--- src/rtl/fwd_hazard_unit.sv ---
// ---------------------------------------------------------------------------
// fwd_hazard_unit
//
// Forwarding and load-use hazard control for the pipelined 64-bit LEGv8
// datapath. The block keeps its own copy of the register tags for the
// instructions in ID/EX, EX/MEM and MEM/WB. From these tags it drives the
// select lines of the two EX-stage operand 4:1 muxes. It also raises a
// one-cycle load-use stall and counts the stall cycles.
//
// Ports
//   clk          rising-edge clock
//   reset        asynchronous, active-low reset
//   id_valid     decode slot holds a real instruction
//   id_rn/id_rm  decode source registers A/B
//   id_use_rn    decode instruction reads rn
//   id_use_rm    decode instruction reads rm
//   id_use_imm   decode operand B comes from the immediate
//   id_rd        decode destination register
//   id_regwrite  decode instruction writes rd
//   id_memread   decode instruction is a load
//   flush        branch taken: squash the decode slot
//   fwd_a_sel    operand A select (00 RF, 01 EX/MEM, 10 MEM/WB)
//   fwd_b_sel    operand B select (as A, plus 11 immediate)
//   stall        hold PC and IF/ID, insert a bubble into ID/EX
//   stall_count  saturating count of stall cycles
// ---------------------------------------------------------------------------
module fwd_hazard_unit #(
  parameter int REG_W    = 5,
  parameter int ZERO_REG = 31,
  parameter int CNT_W    = 32
) (
  input  logic             clk,
  input  logic             reset,
  input  logic             id_valid,
  input  logic [REG_W-1:0] id_rn,
  input  logic [REG_W-1:0] id_rm,
  input  logic             id_use_rn,
  input  logic             id_use_rm,
  input  logic             id_use_imm,
  input  logic [REG_W-1:0] id_rd,
  input  logic             id_regwrite,
  input  logic             id_memread,
  input  logic             flush,
  output logic [1:0]       fwd_a_sel,
  output logic [1:0]       fwd_b_sel,
  output logic             stall,
  output logic [CNT_W-1:0] stall_count
);

  localparam logic [REG_W-1:0] ZR = REG_W'(ZERO_REG);

  localparam logic [1:0] SEL_RF  = 2'b00;
  localparam logic [1:0] SEL_EXM = 2'b01;
  localparam logic [1:0] SEL_MWB = 2'b10;
  localparam logic [1:0] SEL_IMM = 2'b11;

  // ID/EX tags
  logic             idex_valid_q,    idex_valid_d;
  logic [REG_W-1:0] idex_rn_q,       idex_rn_d;
  logic [REG_W-1:0] idex_rm_q,       idex_rm_d;
  logic             idex_use_rn_q,   idex_use_rn_d;
  logic             idex_use_rm_q,   idex_use_rm_d;
  logic             idex_use_imm_q,  idex_use_imm_d;
  logic [REG_W-1:0] idex_rd_q,       idex_rd_d;
  logic             idex_regwrite_q, idex_regwrite_d;
  logic             idex_memread_q,  idex_memread_d;

  // EX/MEM tags
  logic             exmem_valid_q;
  logic [REG_W-1:0] exmem_rd_q;
  logic             exmem_regwrite_q;
  logic             exmem_memread_q;

  // MEM/WB tags
  logic             memwb_valid_q;
  logic [REG_W-1:0] memwb_rd_q;
  logic             memwb_regwrite_q;

  logic [CNT_W-1:0] cnt_q, cnt_d;

  logic             load_in_ex;
  logic             rn_hit, rm_hit;
  logic             exm_fwd_ok, mwb_fwd_ok;
  logic             a_exm, a_mwb, b_exm, b_mwb;
  logic             take;

  // Load-use detection: the decode instruction reads the destination of a
  // load that is currently in EX. Operand B taken from the immediate does not
  // read rm, so it cannot create a hazard.
  always_comb begin
    load_in_ex = idex_valid_q & idex_memread_q & idex_regwrite_q & (idex_rd_q != ZR);
    rn_hit     = id_use_rn & (id_rn == idex_rd_q);
    rm_hit     = id_use_rm & ~id_use_imm & (id_rm == idex_rd_q);
    stall      = id_valid & load_in_ex & (rn_hit | rm_hit);
  end

  // Operand selects come from registered tags only. A load sitting in EX/MEM
  // has no data yet, so it is excluded there. The stall guarantees that such
  // a load is picked up from MEM/WB one cycle later.
  always_comb begin
    exm_fwd_ok = exmem_valid_q & exmem_regwrite_q & ~exmem_memread_q;
    mwb_fwd_ok = memwb_valid_q & memwb_regwrite_q;

    a_exm = idex_use_rn_q & exm_fwd_ok & (exmem_rd_q == idex_rn_q) & (idex_rn_q != ZR);
    a_mwb = idex_use_rn_q & mwb_fwd_ok & (memwb_rd_q == idex_rn_q) & (idex_rn_q != ZR);
    b_exm = idex_use_rm_q & exm_fwd_ok & (exmem_rd_q == idex_rm_q) & (idex_rm_q != ZR);
    b_mwb = idex_use_rm_q & mwb_fwd_ok & (memwb_rd_q == idex_rm_q) & (idex_rm_q != ZR);

    // EX/MEM holds the younger producer, so it wins over MEM/WB.
    if (a_exm)      fwd_a_sel = SEL_EXM;
    else if (a_mwb) fwd_a_sel = SEL_MWB;
    else            fwd_a_sel = SEL_RF;

    if (idex_use_imm_q) fwd_b_sel = SEL_IMM;
    else if (b_exm)     fwd_b_sel = SEL_EXM;
    else if (b_mwb)     fwd_b_sel = SEL_MWB;
    else                fwd_b_sel = SEL_RF;
  end

  // Next ID/EX contents. A squashed or stalled slot becomes a bubble with
  // every field zeroed, so no stale tag can match later.
  always_comb begin
    take            = id_valid & ~stall & ~flush;
    idex_valid_d    = take;
    idex_rn_d       = take ? id_rn       : '0;
    idex_rm_d       = take ? id_rm       : '0;
    idex_use_rn_d   = take & id_use_rn;
    idex_use_rm_d   = take & id_use_rm;
    idex_use_imm_d  = take & id_use_imm;
    idex_rd_d       = take ? id_rd       : '0;
    idex_regwrite_d = take & id_regwrite;
    idex_memread_d  = take & id_memread;
  end

  // Saturating stall counter: holds at all-ones instead of wrapping.
  always_comb begin
    cnt_d = cnt_q;
    if (stall && (cnt_q != {CNT_W{1'b1}})) cnt_d = cnt_q + CNT_W'(1);
  end

  always_ff @(posedge clk or negedge reset) begin
    if (!reset) begin
      idex_valid_q     <= 1'b0;
      idex_rn_q        <= '0;
      idex_rm_q        <= '0;
      idex_use_rn_q    <= 1'b0;
      idex_use_rm_q    <= 1'b0;
      idex_use_imm_q   <= 1'b0;
      idex_rd_q        <= '0;
      idex_regwrite_q  <= 1'b0;
      idex_memread_q   <= 1'b0;
      exmem_valid_q    <= 1'b0;
      exmem_rd_q       <= '0;
      exmem_regwrite_q <= 1'b0;
      exmem_memread_q  <= 1'b0;
      memwb_valid_q    <= 1'b0;
      memwb_rd_q       <= '0;
      memwb_regwrite_q <= 1'b0;
      cnt_q            <= '0;
    end else begin
      memwb_valid_q    <= exmem_valid_q;
      memwb_rd_q       <= exmem_rd_q;
      memwb_regwrite_q <= exmem_regwrite_q;

      exmem_valid_q    <= idex_valid_q;
      exmem_rd_q       <= idex_rd_q;
      exmem_regwrite_q <= idex_regwrite_q;
      exmem_memread_q  <= idex_memread_q;

      idex_valid_q     <= idex_valid_d;
      idex_rn_q        <= idex_rn_d;
      idex_rm_q        <= idex_rm_d;
      idex_use_rn_q    <= idex_use_rn_d;
      idex_use_rm_q    <= idex_use_rm_d;
      idex_use_imm_q   <= idex_use_imm_d;
      idex_rd_q        <= idex_rd_d;
      idex_regwrite_q  <= idex_regwrite_d;
      idex_memread_q   <= idex_memread_d;

      cnt_q            <= cnt_d;
    end
  end

  assign stall_count = cnt_q;

endmodule

--- config.mk ---
export PLATFORM = sky130hd
export DESIGN_NAME = fwd_hazard_unit
export DESIGN_NICKNAME = d
export VERILOG_FILES = /design/src/rtl/fwd_hazard_unit.sv
export SDC_FILE = /design/constraint.sdc
export NUM_CORES = 1
export LEC_CHECK = 0
export ABC_AREA = 1
export BUFFER_PORTS_ARGS = -buffer_cell sky130_fd_sc_hd__buf_4
export CAP_MARGIN = 20
export CORE_MARGIN = 2
export CORE_UTILIZATION = 50
export DETAILED_ROUTE_END_ITERATION = 10
export PLACE_DENSITY = 0.72
export SETUP_SLACK_MARGIN = 0.1
export SYNTH_ARGS = -nofsm -noshare
export SYNTH_HDL_FRONTEND = slang
export SYNTH_SLANG_ARGS = --single-unit
export TNS_END_PERCENT = 30
--- constraint.sdc ---
create_clock -name clk -period 2.2 [get_ports clk]
set_input_delay 0.44 -clock clk [delete_from_list [all_inputs] [get_ports clk]]
set_output_delay 0.44 -clock clk [all_outputs]
set_load 0.01 [all_outputs]
==> summary.md <==
| Metric | Value |
|---|---|
| Outcome | finished, final reports clean |
| Critical Path Start Type | flop |
| Yosys warning total | 0 |
| Largest cells by area after synthesis | dfrtp_1 44%, nand2_1 17%, nor2_1 8.6% |
| First-pass DRT Iterations | 4 |
| Num CTS Buffers | 9 |
| CP arrival | 1.64 ns |
| TritonCTS clock tree | done |
| Max Freq | 481 MHz |
| LEAKAGE | 2.29 nW |
| Synth-to-layout area growth | 21.7% |
| Worst slew pin tran | 0.511 ns |
| Flop-to-flop setup slack | 0.30 ns |
| Crit-path max cell delay | 0.44 ns |
| Top-area cell type share of the netlist area | 44.0% |
| Mapped Nets | 549 |
| CTS root buf | clkbuf_8 |
| Largest net degree at the start of global routing | 48 |
| DRT Wirelength | 9460 um |
| Initial antenna violation count | 0 |
| Vias after detailed routing | 3,464 |
| Share of cells above drive strength 1 | 19.3% |
| First-pass GRT wire length | 15,600 um |
| #FFs+latches synth | 68 |
| CP Launch Point | idex_rd_q[4] |
| Rel. slew slack | 65.7% |
| Register Area | 1700 sq um |
| Final-report setup violation count | 0 |
| Worst Skew | 0.00928 ns |
| Part of the cycle the worst path needs | 94.6% |
| Overall Global Routing Usage | 23.5% |
| Most frequent cells in the layout | 178 x nand2_1, 88 x nor2_1, 67 x dfrtp_1 |
| Count of different cell masters after synthesis | 33 |
| Top Family by Delay on Critical Path | flip-flops |
| Cell Area, Placed | 4430 sq um |
| Vias in the first global route | 3,306 |
| R2R cell count | 7 |
| CP Capture Point | stall |
| Die height | 91.9 um |
| Die ar. | 8450 sq um |
| Setup TNS | 0 ns |
| WP depth | 7 |
| Post-layout util | 61.8% |
| Cell area after layout | 4700 sq um |
| Area of the core | 7610 sq um |
| HPWL Detailed | 7050 um |
| CP Buf/Inv Count | 2 |
| Remaining DRCs | 0 |
| Global placement routability congestion | 0.985 |
| Syn_area_per_cell | 7.38 sq um |
| Worst path required time | 1.76 ns |
| Worst Hold Class | primary input to async pin |
| Most common cell after layout, fill and taps aside | nand2_1 |
| CP max FO | 4 |
| Hold Vio Cnt, Final | 0 |
| Cell row count | 32 |
| # diodes | 0 |
| Initial Utilization | 50.8% |
| CTS sink count | 68 |
| Layout Nets | 617 |
| Clock Path Buffers | 2 |
| Seq/Total Area, Yosys | 44.0% |
| Cell Area, Synth | 3870 sq um |
| Vias per inst | 4.96 |
| Slew Limit Fails | 0 |
| Crit end category | primary output |
| Post-DR wirelength/cell | 13.5 um |
| PD cells | 581 nW/um^2 |
| Reg clk slew, reported paths | 0.08 ns |
| Critical-path cell list | inv_1, nand2_1, nand2_1, nor2_1, nand3_1, a21oi_4, buf_4 |
| Chip width | 91.9 um |
| RSZ-0062 raised after global routing | true |
| Top Ports | 61 |
| Grt total ovfl | 0 |
| Most frequent CP cell | nand2_1 |
| Post-synth top area cell | dfrtp_1 |
| Clock Latency Late Sink | 0.36 ns |
| FF-to-FF End | idex_rn_q[1] |
| RR Startpoint | idex_rd_q[4] |
| Max rail drop VDD | 0.265 mV |
| FILL cells | 686 |
| Setup CP Type | flop to primary output |
| Initial DRC count | 210 |
| Max-cap check violation count | 0 |
| H-tree depth | 3 |
| Final min period | 2.08 ns |
| Syn Inst Count | 524 |
| Footprint of the multi-input gates | 1880 sq um |
| Port Buf Inserts | 60 |
| Post-route ant nets | 0 |
| Slowest CP cell | dfrtp_1 |
[sequential cells by signal, indices dropped and copies added (netlist names), 5 cells and up]
signal and count:
stall_count 32, exmem_rd_q 5, idex_rd_q 5, idex_rm_q 5, idex_rn_q 5, memwb_rd_q 5
[report_power, final]
part | internal [mW] | switching, mW
logic | 0.0668 | 0.0857
clock network | 0.760 | 0.521
registers | 1.28 | 0.0245
total | 2.10 | 0.631
[worst register-to-register path, cell delays in order, from the launching register on]
cell and delay (ns):
dfrtp_1 0.44, inv_1 0.11, o31ai_1 0.49, inv_1 0.18, nand2_1 0.13, nand2_1 0.10, buf_4 0.21, nor2_1 0.17
[metal layers]
layer / part of all wire, % / wire length [um] / vias to the layer above / global-route usage, %
li1: - / - / 1753 / -
met1: 47 / 4430 / 1600 / 32.7
met2: 46 / 4340 / 94 / 36.8
met3: 5.8 / 551 / 17 / 3.94
met4: 1.5 / 140 / 0 / 9.08
met5: 0 / 0 / - / 0
[cell type report]
class                   count  area share, %
well taps                 102           2.71
clock buffers               9           2.63
flip-flops and latches     68           36.2
clock inverters             7           2.63
multi-input cells         388           40.0
inverters                  58           4.63
repair buffers             67           11.2
[metrics by stage]
step                      power (mW)  std cells  hold WS, ns  setup WS (ns)
after global placement          1.47        682        0.356          0.280
after detailed placement        1.48        682        0.370          0.291
after CTS                       2.74        698       0.0540          0.111
after global routing            2.82        699       0.0765         0.0852
final                           2.73        699       0.0357          0.120
after floorplan                 1.39        524        0.144          0.362
[synth_stat cells, drive strengths merged]
| cell type | count |
|---|---|
| clkbuf | 3 |
| a21boi | 1 |
| and2 | 1 |
| o21ai | 21 |
| nand3 | 28 |
| nand3b | 14 |
| dfrtp | 68 |
| nand2 | 189 |
| xnor2 | 20 |
| nand4 | 5 |
| buf | 7 |
| ha | 1 |
| inv | 58 |
| o22ai | 3 |
| a21oi | 3 |
| nor3 | 2 |
| o31ai | 1 |
| xor2 | 7 |
| nor2 | 92 |
[repair_timing]
action / CTS / global route
cloned: 0 / 0
setup endpoints to repair: 1 / 2
gates resized for setup: 1 / 6
setup buffers: 0 / 1
pin swaps: 0 / 3
hold buffers: 0 / 0
[cells by family after synthesis]
family / after synthesis / share of synthesized area, %
and+or+nand+nor: 331 / 36.8
xor gates and xnor gates: 27 / 6.12
adders and majority gates: 1 / 0.324
AOI/OAI and AO/OA: 29 / 4.85
buffers and inverters: 68 / 7.86
DFF: 68 / 44.0
[how the worst min path moves through the flow]
stage	from	end	slack (ns)	cells past startpoint
after floorplan	reset	exmem_memread_q	0.14	0
after global placement	idex_valid_q	exmem_valid_q	0.36	0
after detailed placement	idex_memread_q	exmem_memread_q	0.37	0
after CTS	reset	memwb_rd_q[1]	0.05	1
after global routing	reset	memwb_rd_q[4]	0.08	1
final	reset	stall_count[31]	0.04	1
Note: power is estimated with default switching activity, not from simulation.
